===== src/rtl/seq_div4_pkg.sv =====
// rtl/seq_div4_pkg.sv - shared width constant and FSM state type for seq_div4
package seq_div4_pkg;

  localparam int DIV_W = 4;

  typedef enum logic [1:0] {
    IDLE = 2'd0,
    CALC = 2'd1,
    DONE = 2'd2
  } state_t;

endpackage


===== src/rtl/rca.sv =====
// rtl/rca.sv - ripple-carry adder, sum = a + b + cin with carry-out
module rca #(
  parameter int W = 4
) (
  input  logic [W-1:0] a,
  input  logic [W-1:0] b,
  input  logic         cin,
  output logic [W-1:0] sum,
  output logic         cout
);

  logic [W:0] carry;

  always_comb begin
    carry    = '0;
    sum      = '0;
    carry[0] = cin;
    for (int i = 0; i < W; i++) begin
      sum[i]     = a[i] ^ b[i] ^ carry[i];
      carry[i+1] = (a[i] & b[i]) | (a[i] & carry[i]) | (b[i] & carry[i]);
    end
    cout = carry[W];
  end

endmodule


===== src/rtl/seq_div4.sv =====
// rtl/seq_div4.sv - 4-bit sequential restoring divider, one quotient bit per cycle
import seq_div4_pkg::*;

module seq_div4 (
  input  logic             clk,
  input  logic             rst_n,
  input  logic             start,
  input  logic [DIV_W-1:0] dividend,
  input  logic [DIV_W-1:0] divisor,
  output logic             busy,
  output logic             done,
  output logic [DIV_W-1:0] quotient,
  output logic [DIV_W-1:0] remainder,
  output logic             div_by_zero
);

  state_t state, state_nxt;

  logic [DIV_W-1:0] dvd_q;
  logic [DIV_W-1:0] dvs_q;
  logic [DIV_W-1:0] prem_q;
  logic [DIV_W-1:0] quo_q;
  logic [1:0]       count_q;
  logic [DIV_W-1:0] quotient_q;
  logic [DIV_W-1:0] remainder_q;
  logic             dbz_q;

  logic [DIV_W:0]   trial;
  logic [DIV_W-1:0] diff;
  logic             carry_out;
  logic             diff_ge;
  logic [DIV_W-1:0] prem_nxt;
  logic [DIV_W-1:0] quo_nxt;
  logic             accept;
  logic             zero_dvs;
  logic             last_step;

  // Trial subtraction: trial[3:0] - divisor as trial + ~divisor + 1.
  assign trial = {prem_q, dvd_q[DIV_W-1]};

  rca #(.W(DIV_W)) u_sub (
    .a    (trial[DIV_W-1:0]),
    .b    (~dvs_q),
    .cin  (1'b1),
    .sum  (diff),
    .cout (carry_out)
  );

  assign diff_ge  = trial[DIV_W] | carry_out;
  assign prem_nxt = diff_ge ? diff : trial[DIV_W-1:0];
  assign quo_nxt  = {quo_q[DIV_W-2:0], diff_ge};

  always_ff @(posedge clk or negedge rst_n) begin
    if (!rst_n) begin
      state <= IDLE;
    end else begin
      state <= state_nxt;
    end
  end

  always_comb begin
    state_nxt = state;
    accept    = 1'b0;
    zero_dvs  = (divisor == '0);
    last_step = 1'b0;
    busy      = 1'b0;
    done      = 1'b0;
    case (state)
      IDLE: begin
        if (start) begin
          accept    = 1'b1;
          state_nxt = zero_dvs ? DONE : CALC;
        end
      end
      CALC: begin
        busy      = 1'b1;
        last_step = (count_q == 2'd0);
        if (last_step) begin
          state_nxt = DONE;
        end
      end
      DONE: begin
        busy      = 1'b1;
        done      = 1'b1;
        state_nxt = IDLE;
      end
      default: begin
        state_nxt = IDLE;
      end
    endcase
  end

  always_ff @(posedge clk or negedge rst_n) begin
    if (!rst_n) begin
      dvd_q       <= '0;
      dvs_q       <= '0;
      prem_q      <= '0;
      quo_q       <= '0;
      count_q     <= '0;
      quotient_q  <= '0;
      remainder_q <= '0;
      dbz_q       <= 1'b0;
    end else if (accept) begin
      if (zero_dvs) begin
        quotient_q  <= '1;
        remainder_q <= dividend;
        dbz_q       <= 1'b1;
      end else begin
        dvd_q   <= dividend;
        dvs_q   <= divisor;
        prem_q  <= '0;
        quo_q   <= '0;
        count_q <= 2'd3;
        dbz_q   <= 1'b0;
      end
    end else if (state == CALC) begin
      dvd_q   <= {dvd_q[DIV_W-2:0], 1'b0};
      prem_q  <= prem_nxt;
      quo_q   <= quo_nxt;
      count_q <= count_q - 2'd1;
      // Results are published only once, on the final step, so they stay stable across CALC.
      if (last_step) begin
        quotient_q  <= quo_nxt;
        remainder_q <= prem_nxt;
      end
    end
  end

  assign quotient    = quotient_q;
  assign remainder   = remainder_q;
  assign div_by_zero = dbz_q;

endmodule


===== config.mk =====
export PLATFORM = sky130hd
export DESIGN_NAME = seq_div4
export DESIGN_NICKNAME = d
export VERILOG_FILES = /design/src/rtl/seq_div4_pkg.sv /design/src/rtl/rca.sv /design/src/rtl/seq_div4.sv
export SDC_FILE = /design/constraint.sdc
export NUM_CORES = 1
export LEC_CHECK = 0
export ABC_AREA = 1
export CORE_AREA = 2 2 65 92
export CTS_CLUSTER_DIAMETER = 120
export DETAILED_ROUTE_END_ITERATION = 8
export DIE_AREA = 0 0 67 94
export GPL_TIMING_DRIVEN = 0
export PLACE_DENSITY = 0.47
export SETUP_SLACK_MARGIN = 0.15
export SYNTH_ARGS = -nofsm -noshare
export SYNTH_HDL_FRONTEND = slang
export SYNTH_SLANG_ARGS = --single-unit

===== constraint.sdc =====
create_clock -name clk -period 2.7 [get_ports clk]
set_clock_uncertainty 0.2 [all_clocks]
set_input_delay 0.27 -clock clk [delete_from_list [all_inputs] [get_ports clk]]
set_output_delay 0.27 -clock clk [all_outputs]
set_load 0.02 [all_outputs]

==> results.txt, run 1 <==
- After synthesis, the largest family of logic cells by area is simple AND/OR/NAND/NOR gates.
- Worst-Skew Late Latency: 0.28 ns
- Total I/O pin count: 22
- The final layout contains 229 nets.
* WP buf/inv: 1
* Critical path class: register to register
- Among cell families on the critical path, the largest total delay comes from adder cells.
- Entering global routing, the biggest net connects 29 pins.
* Number of slew-limit violations in the final report: 0
- Number of buffers inserted during clock tree synthesis: 3
* # DRC: 0
- At the end of routability-driven placement, the weighted congestion stood at 0.801.
* Reg-to-reg setup timing slack: 0.23 ns
- Critical Path, Cell by Cell: ha_4 > fa_2 > fa_2 > fa_2 > inv_2 > nand3_2 > nand3_2 > nand2_1 > nand2_1
- Worst r2r src: dvs_q[0]
- H-tree depth reported by CTS: 1
- The clock net in this run drives a total of 28 sinks.
- The slowest stage of the critical path belongs to the cell fa_2.
- Synthesized-area fraction occupied by and/or/nand/nor cells: 33.6%
- Post-route clock period utilization: 91.4%
* Areal power density over the cells: 1190 nW/um^2
- The first TritonRoute pass finished after 4 iterations.
- Critical Path Source Type: register
* Vias in the first global route: 1,189
* Final Hold Viols: 0
* Data required time of the worst path: 2.68 ns
* Buffers added on ports: 21
- Synthesized net count: 200
* Clock-pin slew of the registers on the worst-case setup and hold paths: 0.10 ns
- The die is 67 microns wide.
- Cell variety after synth: 21
- The wire-length estimate of the detail-placed layout is 2420 microns.
- In this run the remaining antenna-violating nets after routing total 0.
- The final layout contains routed wiring with a total length of 3260 microns.
- Of all nets on the critical path, the largest fanout is 2.
* Register area share after synthesis: 47.2%
- The library cell used most frequently in the layout, excluding fill and tap cells, is nand2_1.
- Stage delay of the slowest cell on the critical path: 0.55 ns
- Data arrival time at the worst-slack endpoint: 2.45 ns
* Number of diodes: 0
* Setup TNS: 0 ns
- No sink is reached through more buffers than the 2 on the longest clock path.
* RSZ-0062 raised after global routing: true
* Post-Syn Area per Cell: 8.20 sq um
- Summed over all cells, the static leakage comes to 0.978 nW.
- Cells with a size suffix above 1 make up 17.2% of the layout.
* Final Hold Slack: 0.277 ns
* Final Setup Violations: 0
- Slew at the pin with the worst max-slew slack: 0.644 ns
* Core region area: 5450 sq um
* Avg WL per Cell: 11.8 microns
- Worst Hold Path Cells: 2
* Post-Synth XOR/XNOR Area: 0%
- Cell type with the largest total area after synthesis: dfrtp_1
- In this run the core area contains 32 standard-cell rows.
- Initial cell density of the core: 27.3%
- Peak supply drop: 0.488 mV
- Antenna violations before repair: 0
- Slew margin rel.: 57.1%
* Number of fill cells in the layout: 630
- During synthesis, Yosys emitted a total of 0 warnings.
- Root buffer cell: clkbuf_8
- Min Clock Period, post-route: 2.47 ns
- The synthesized netlist devotes 2.95% of its cell area to compound gates.
* Area occupied by multi-input gates: 713 sq um
- The floorplan step set the die height to 94 microns.
* Number of max-cap violations: 0
* Storage element area: 701 sq um
* Maximum clock rate: 405 MHz
- Post-synthesis instance area: 1480 sq um
* Vias per cell: 4.34
* Via count: 1,203
* Result of the run: finished clean
- By instance count, the cell type seen most on the critical path is fa_2.
- Global routing consumed, over all layers together, 12.0% of the routing resources.
- Summed over all layers, the global routing overflow is 0.
- Area Overhead vs Synth: 28.2%
- Of the total synthesized cell area, the portion taken by full adders, half adders and majority gates is 8.26%.
- The worst hold path terminates at remainder[3].
* Share of synthesized area spent on multiplexers: 0%
- CTS tree: done
- Startpoint of the most critical hold path: remainder[3]
- Measured in cells, the most critical reg-to-reg path has a length of 9.
- Largest cells by area after synthesis: dfrtp_1 47%, nand2_1 16%, nand3_1 6.7%
- Element type at the critical path end: register
* Area of the die: 6300 sq um
* First-pass GRT wire length: 5730 microns
* Initial DRC count: 42
* Area share of the largest cell type after synthesis: 47.2%
- Count of state elements after synthesis: 28
- In this run the worst hold path is classified as register to register.
- In the layout the commonest cells are 64 x nand2_1, 28 x dfrtp_1, 20 x clkdlybuf4s50_1.
- The endpoint identified for the worst register-to-register timing path is remainder[3].
- Counting every instance in the synthesized netlist gives 181.
routing by layer:
layer	vias to the layer above	GRT usage, %	share of wire, %
met4	0	5.10	1.9
met2	22	20.4	49
met3	5	1.08	2.5
li1	620	-	-
met5	-	0	0
met1	556	15.4	47
registers in the layout, indices dropped and copies added (netlist names):
name	count
div_by_zero	1
prem_q	4
count_q	2
remainder	4
quotient	4
quo_q	3
dvd_q	4
state	2
dvs_q	4
worst register-to-register path, stage by stage (launching register included):
cell	delay, ns
dfrtp_1	0.42
ha_4	0.18
fa_2	0.36
fa_2	0.39
fa_2	0.55
inv_2	0.03
nand3_2	0.06
nand3_2	0.07
nand2_1	0.06
nand2_1	0.05
Yosys cell counts:
library cell,count
buf_6,2
nor2_1,15
inv_4,1
o21ai_0,2
fa_1,3
o21ai_2,2
nand3_2,2
inv_1,18
dfrtp_1,28
nand3_1,20
nand4_1,4
nand2_2,3
inv_2,1
buf_4,1
ha_1,5
buf_2,2
nor2_2,2
nand2_4,2
o21ai_1,2
o22ai_1,1
nand2_1,65
cell families (layout without fill, tap and decap cells):
kind of cell | count (synthesis) | after routing
simple gates | 113 | 113
flops | 28 | 28
buf+inv | 25 | 53
fa+ha+maj | 8 | 8
compound gates | 7 | 7
where the power goes:
group          switching [mW]  internal (mW)
Clock                   0.136          0.131
Sequential              0.109          0.597
Combinational           0.732          0.553
repair_timing:
item | 4_1_cts | 5_1_grt
setup buffers | 1 | 1
hold buffers | 0 | 1
hold endpoints to repair | 0 | 28
pin swaps | 0 | 12
resized for setup | 4 | 9
endpoints found under the setup margin | 10 | 8
per-stage QoR:
step / instance area [sq um] / std cells / utilization [%] / setup WS (ns) / power, mW
2_1_floorplan: 1480 / 181 / - / 0.260 / 1.53
3_3_place_gp: 1780 / 270 / 32.7 / -0.0342 / 1.88
3_5_place_dp: 1780 / 270 / 32.7 / -0.0385 / 1.89
4_1_cts: 1850 / 275 / 34.1 / 0.174 / 2.20
5_1_grt: 1900 / 277 / 34.9 / 0.133 / 2.50
6_report: 1900 / 277 / 34.9 / 0.233 / 2.26
worst max path at each step:
stage | start | end | slack (ns) | cells past startpoint
after CTS | dvd_q[3] | remainder[3] | 0.17 | 10
after global routing | dvd_q[3] | remainder[3] | 0.13 | 10
after global placement | dvd_q[3] | remainder[0] | -0.03 | 10
after floorplan | dvd_q[3] | remainder[0] | 0.26 | 10
after detailed placement | dvd_q[3] | remainder[0] | -0.04 | 10
final | dvs_q[0] | remainder[3] | 0.23 | 9
area by class of cell:
| cell class | instances | share of cell area [%] |
|---|---|---|
| inverter | 20 | 4.08 |
| timing repair buffer | 24 | 12.1 |
| buffer | 5 | 2.11 |
| clock buffer | 4 | 2.89 |
| sequential | 28 | 36.8 |
| multi-input combinational | 128 | 37.5 |
| tap | 68 | 4.47 |
Note: power is estimated with default switching activity, not from simulation.
==> run 2, diff against run 1 <==
- MAX_ROUTING_LAYER: unset -> met4
- PLACE_DENSITY: 0.47 -> 0.48
- clock period: 2.7 -> 2.2 ns (I/O delays scaled with it)
==> run 2 against run 1 <==
Compared with the run above:
- the run now ends with negative setup slack left
- final cell count increased by 0.36%
- first-iteration DRC count increased by 26%
- critical path depth unchanged
- non-clock buffer count increased by 1
- worst setup slack got worse by 0.43 ns
- worst hold slack improved by 0.011 ns
- register-to-register slack got worse by 0.43 ns
- highest routed layer unchanged
==> results.txt, run 2 (same netlist as run 1, synthesis figures left out) <==
* Gpl congestion: 0.796 (-0.62%)
- The global-route wire length before repair came to 5840 microns (+1.9%).
- The static leakage power came to 1.01 nW (+3.5%).
- Number of buffers inserted during clock tree synthesis: 3 (unchanged)
- The flow ran to the end, but the final reports show violations.
- The worst slew slack as a fraction of its limit came to 55.4% (-1.7 points).
- Horizontal die dimension: 67 microns (unchanged)
- Clock-pin slew of the registers on the worst-case setup and hold paths: 0.10 ns (about the same)
- Area of the die: 6300 sq um (unchanged)
- The final number of max-transition violations is 0 (unchanged).
* Setup TNS: -1.27 ns (-1.27 ns)
- Number of nets in the layout: 230 (+0.44%)
- The average via count per standard cell came to 4.38 (+0.97%).
* Post-route worst setup slack: -0.196 ns (-0.429 ns)
- Slew at the pin with the worst max-slew slack: 0.669 ns (+0.0251 ns)
* Final Hold Slack: 0.288 ns (+0.0111 ns)
- The number of violations of the max-capacitance limit was 0 (unchanged).
- Pin count of the biggest net entering global routing: 29 (unchanged)
- Vertical die dimension: 94 microns (unchanged)
- The average routed wire per standard cell was 12.4 microns (+5.7%).
- The maximum fanout along the worst path came to 2 (unchanged).
* Post-route clock period utilization: 109% (+18 points)
- The critical path required time came to 2.19 ns (-0.49 ns).
- Number of diodes: 0 (unchanged)
- Maximum clock rate: 417 MHz (+3.0%)
- The worst setup path is captured at a register.
- The worst setup path is launched from a register.
* Peak supply drop: 0.511 mV (+4.7%)
* GRT Residual Overflow: 0 (unchanged)
- TritonCTS built the clock tree.
* Vias in the first global route: 1,231 (+3.5%)
- The number of buffers on the longest clock path is 2 (unchanged).
- The total detailed-routing wirelength is 3450 microns (+6.1%).
- The global-route usage over all layers was 12.6% (+0.57 points).
- Total number of placement rows: 32 (unchanged)
* Area Overhead vs Synth: 31.2%
* Clock tree sinks: 28 (unchanged)
* Root buffer cell: clkbuf_8
* Critical path class: register to register
* Total I/O pin count: 22 (unchanged)
- The final number of setup-violating endpoints was 10 (+10).
* Commonest non-fill, non-tap cell in the layout: nand2_1
* Detailed placer's ending HPWL: 2530 microns (+4.3%)
* Failing checks: negative setup slack
* # DRC: 0 (unchanged)
- Final Hold Viols: 0 (unchanged)
- Antenna Nets Post-Route: 0 (unchanged)
- The power per cell area came to 1500 nW/um^2 (+27%).
* RSZ-0062 raised after global routing: true
* Initial DRC count: 53 (+26%)
- H-tree depth reported by CTS: 1 (unchanged)
* Initial cell density of the core: 27.3% (unchanged)
- The min-delay analysis places its worst path in the category register to register.
* Min Clock Period, post-route: 2.40 ns (-0.0712 ns)
- The count of placed standard cells in the final layout, fillers left out came to 278 (+0.36%).
- Worst-Skew Late Latency: 0.28 ns (about the same)
- The arrival time reported for the critical path endpoint is 2.38 ns (-0.07 ns).
- The detailed-routing iteration count for the pre-antenna-repair pass was 4 (unchanged).
* Via count: 1,219 (+1.3%)
- Buffers added on ports: 21 (unchanged)
- The initial antenna violation count came to 0 (unchanged).
- Fraction of layout cells with a size suffix above 1: 19.0% (+1.8 points)
* Core region area: 5450 sq um (unchanged)
- The library cells used most frequently in the layout, excluding fill and tap cells, are 64 x nand2_1, 28 x dfrtp_1, 19 x clkdlybuf4s50_1.
* Number of cells in the design after placement: 270 (unchanged)
==> run 2: timing repair <==
action / CTS / global route
pin swaps: 5 / 1
hold buffers: 1 / 0
setup endpoints to repair: 10 / 11
buffers inserted: 3 / 0
endpoints found under the hold margin: 28 / 0
resized for setup: 8 / 1
==> run 2: stage by stage <==
stage                     power, mW  utilization (%)  instance area, sq um  worst slack [ns]
after global routing           3.21             35.8                  1950            -0.275
after detailed placement       2.42             33.2                  1810            -0.246
after global placement         2.42             33.3                  1810            -0.244
after floorplan                1.94                -                  1520            -0.120
after CTS                      2.97             35.7                  1940            -0.216
final                          2.93             35.8                  1950            -0.196
==> run 2: per-layer routing <==
metal,up-vias,track usage (%),share of wire [%]
met5,-,-,0
met3,5,1.44,2.0
li1,625,-,-
met1,575,14.9,44
met2,14,21.9,52
met4,0,4.08,1.6
==> run 2: area by class of cell <==
class	count	area, sq um
fill	599	3500
multi-input combinational	128	728
inverter	20	77.6
clock inverter	1	30.0
timing repair buffer	25	244
sequential	28	701
buffer	5	40.0
tap	68	85.1
clock buffer	3	41.3
==> run 2: critical path: stages (launching register included) <==
cell     delay [ns]
dfrtp_1        0.42
ha_4           0.17
fa_2           0.34
fa_2           0.35
fa_2           0.54
inv_2          0.04
nand3_2        0.06
nand3_1        0.08
nand2_1        0.06
nand2_1        0.05
==> run 2: worst paths after layout <==
kind	slack [ns]	depth (start not counted)	endpoint	startpoint
worst min-delay path	0.29	2	remainder[3]	remainder[3]
max in group asynchronous	1.07	2	dvd_q[3]	rst_n
worst max-delay path	-0.20	9	remainder[3]	dvs_q[0]
worst max register to register	-0.20	9	remainder[3]	dvs_q[0]
min in group asynchronous	0.30	2	quotient[2]	rst_n
worst min register to register	0.29	2	remainder[3]	remainder[3]
==> run 2: power breakdown <==
group	switching, mW	internal [mW]	leakage (nW)
Clock	0.177	0.244	0.0357
Sequential	0.134	0.733	0.352
Combinational	0.942	0.696	0.624
Total	1.25	1.67	1.01
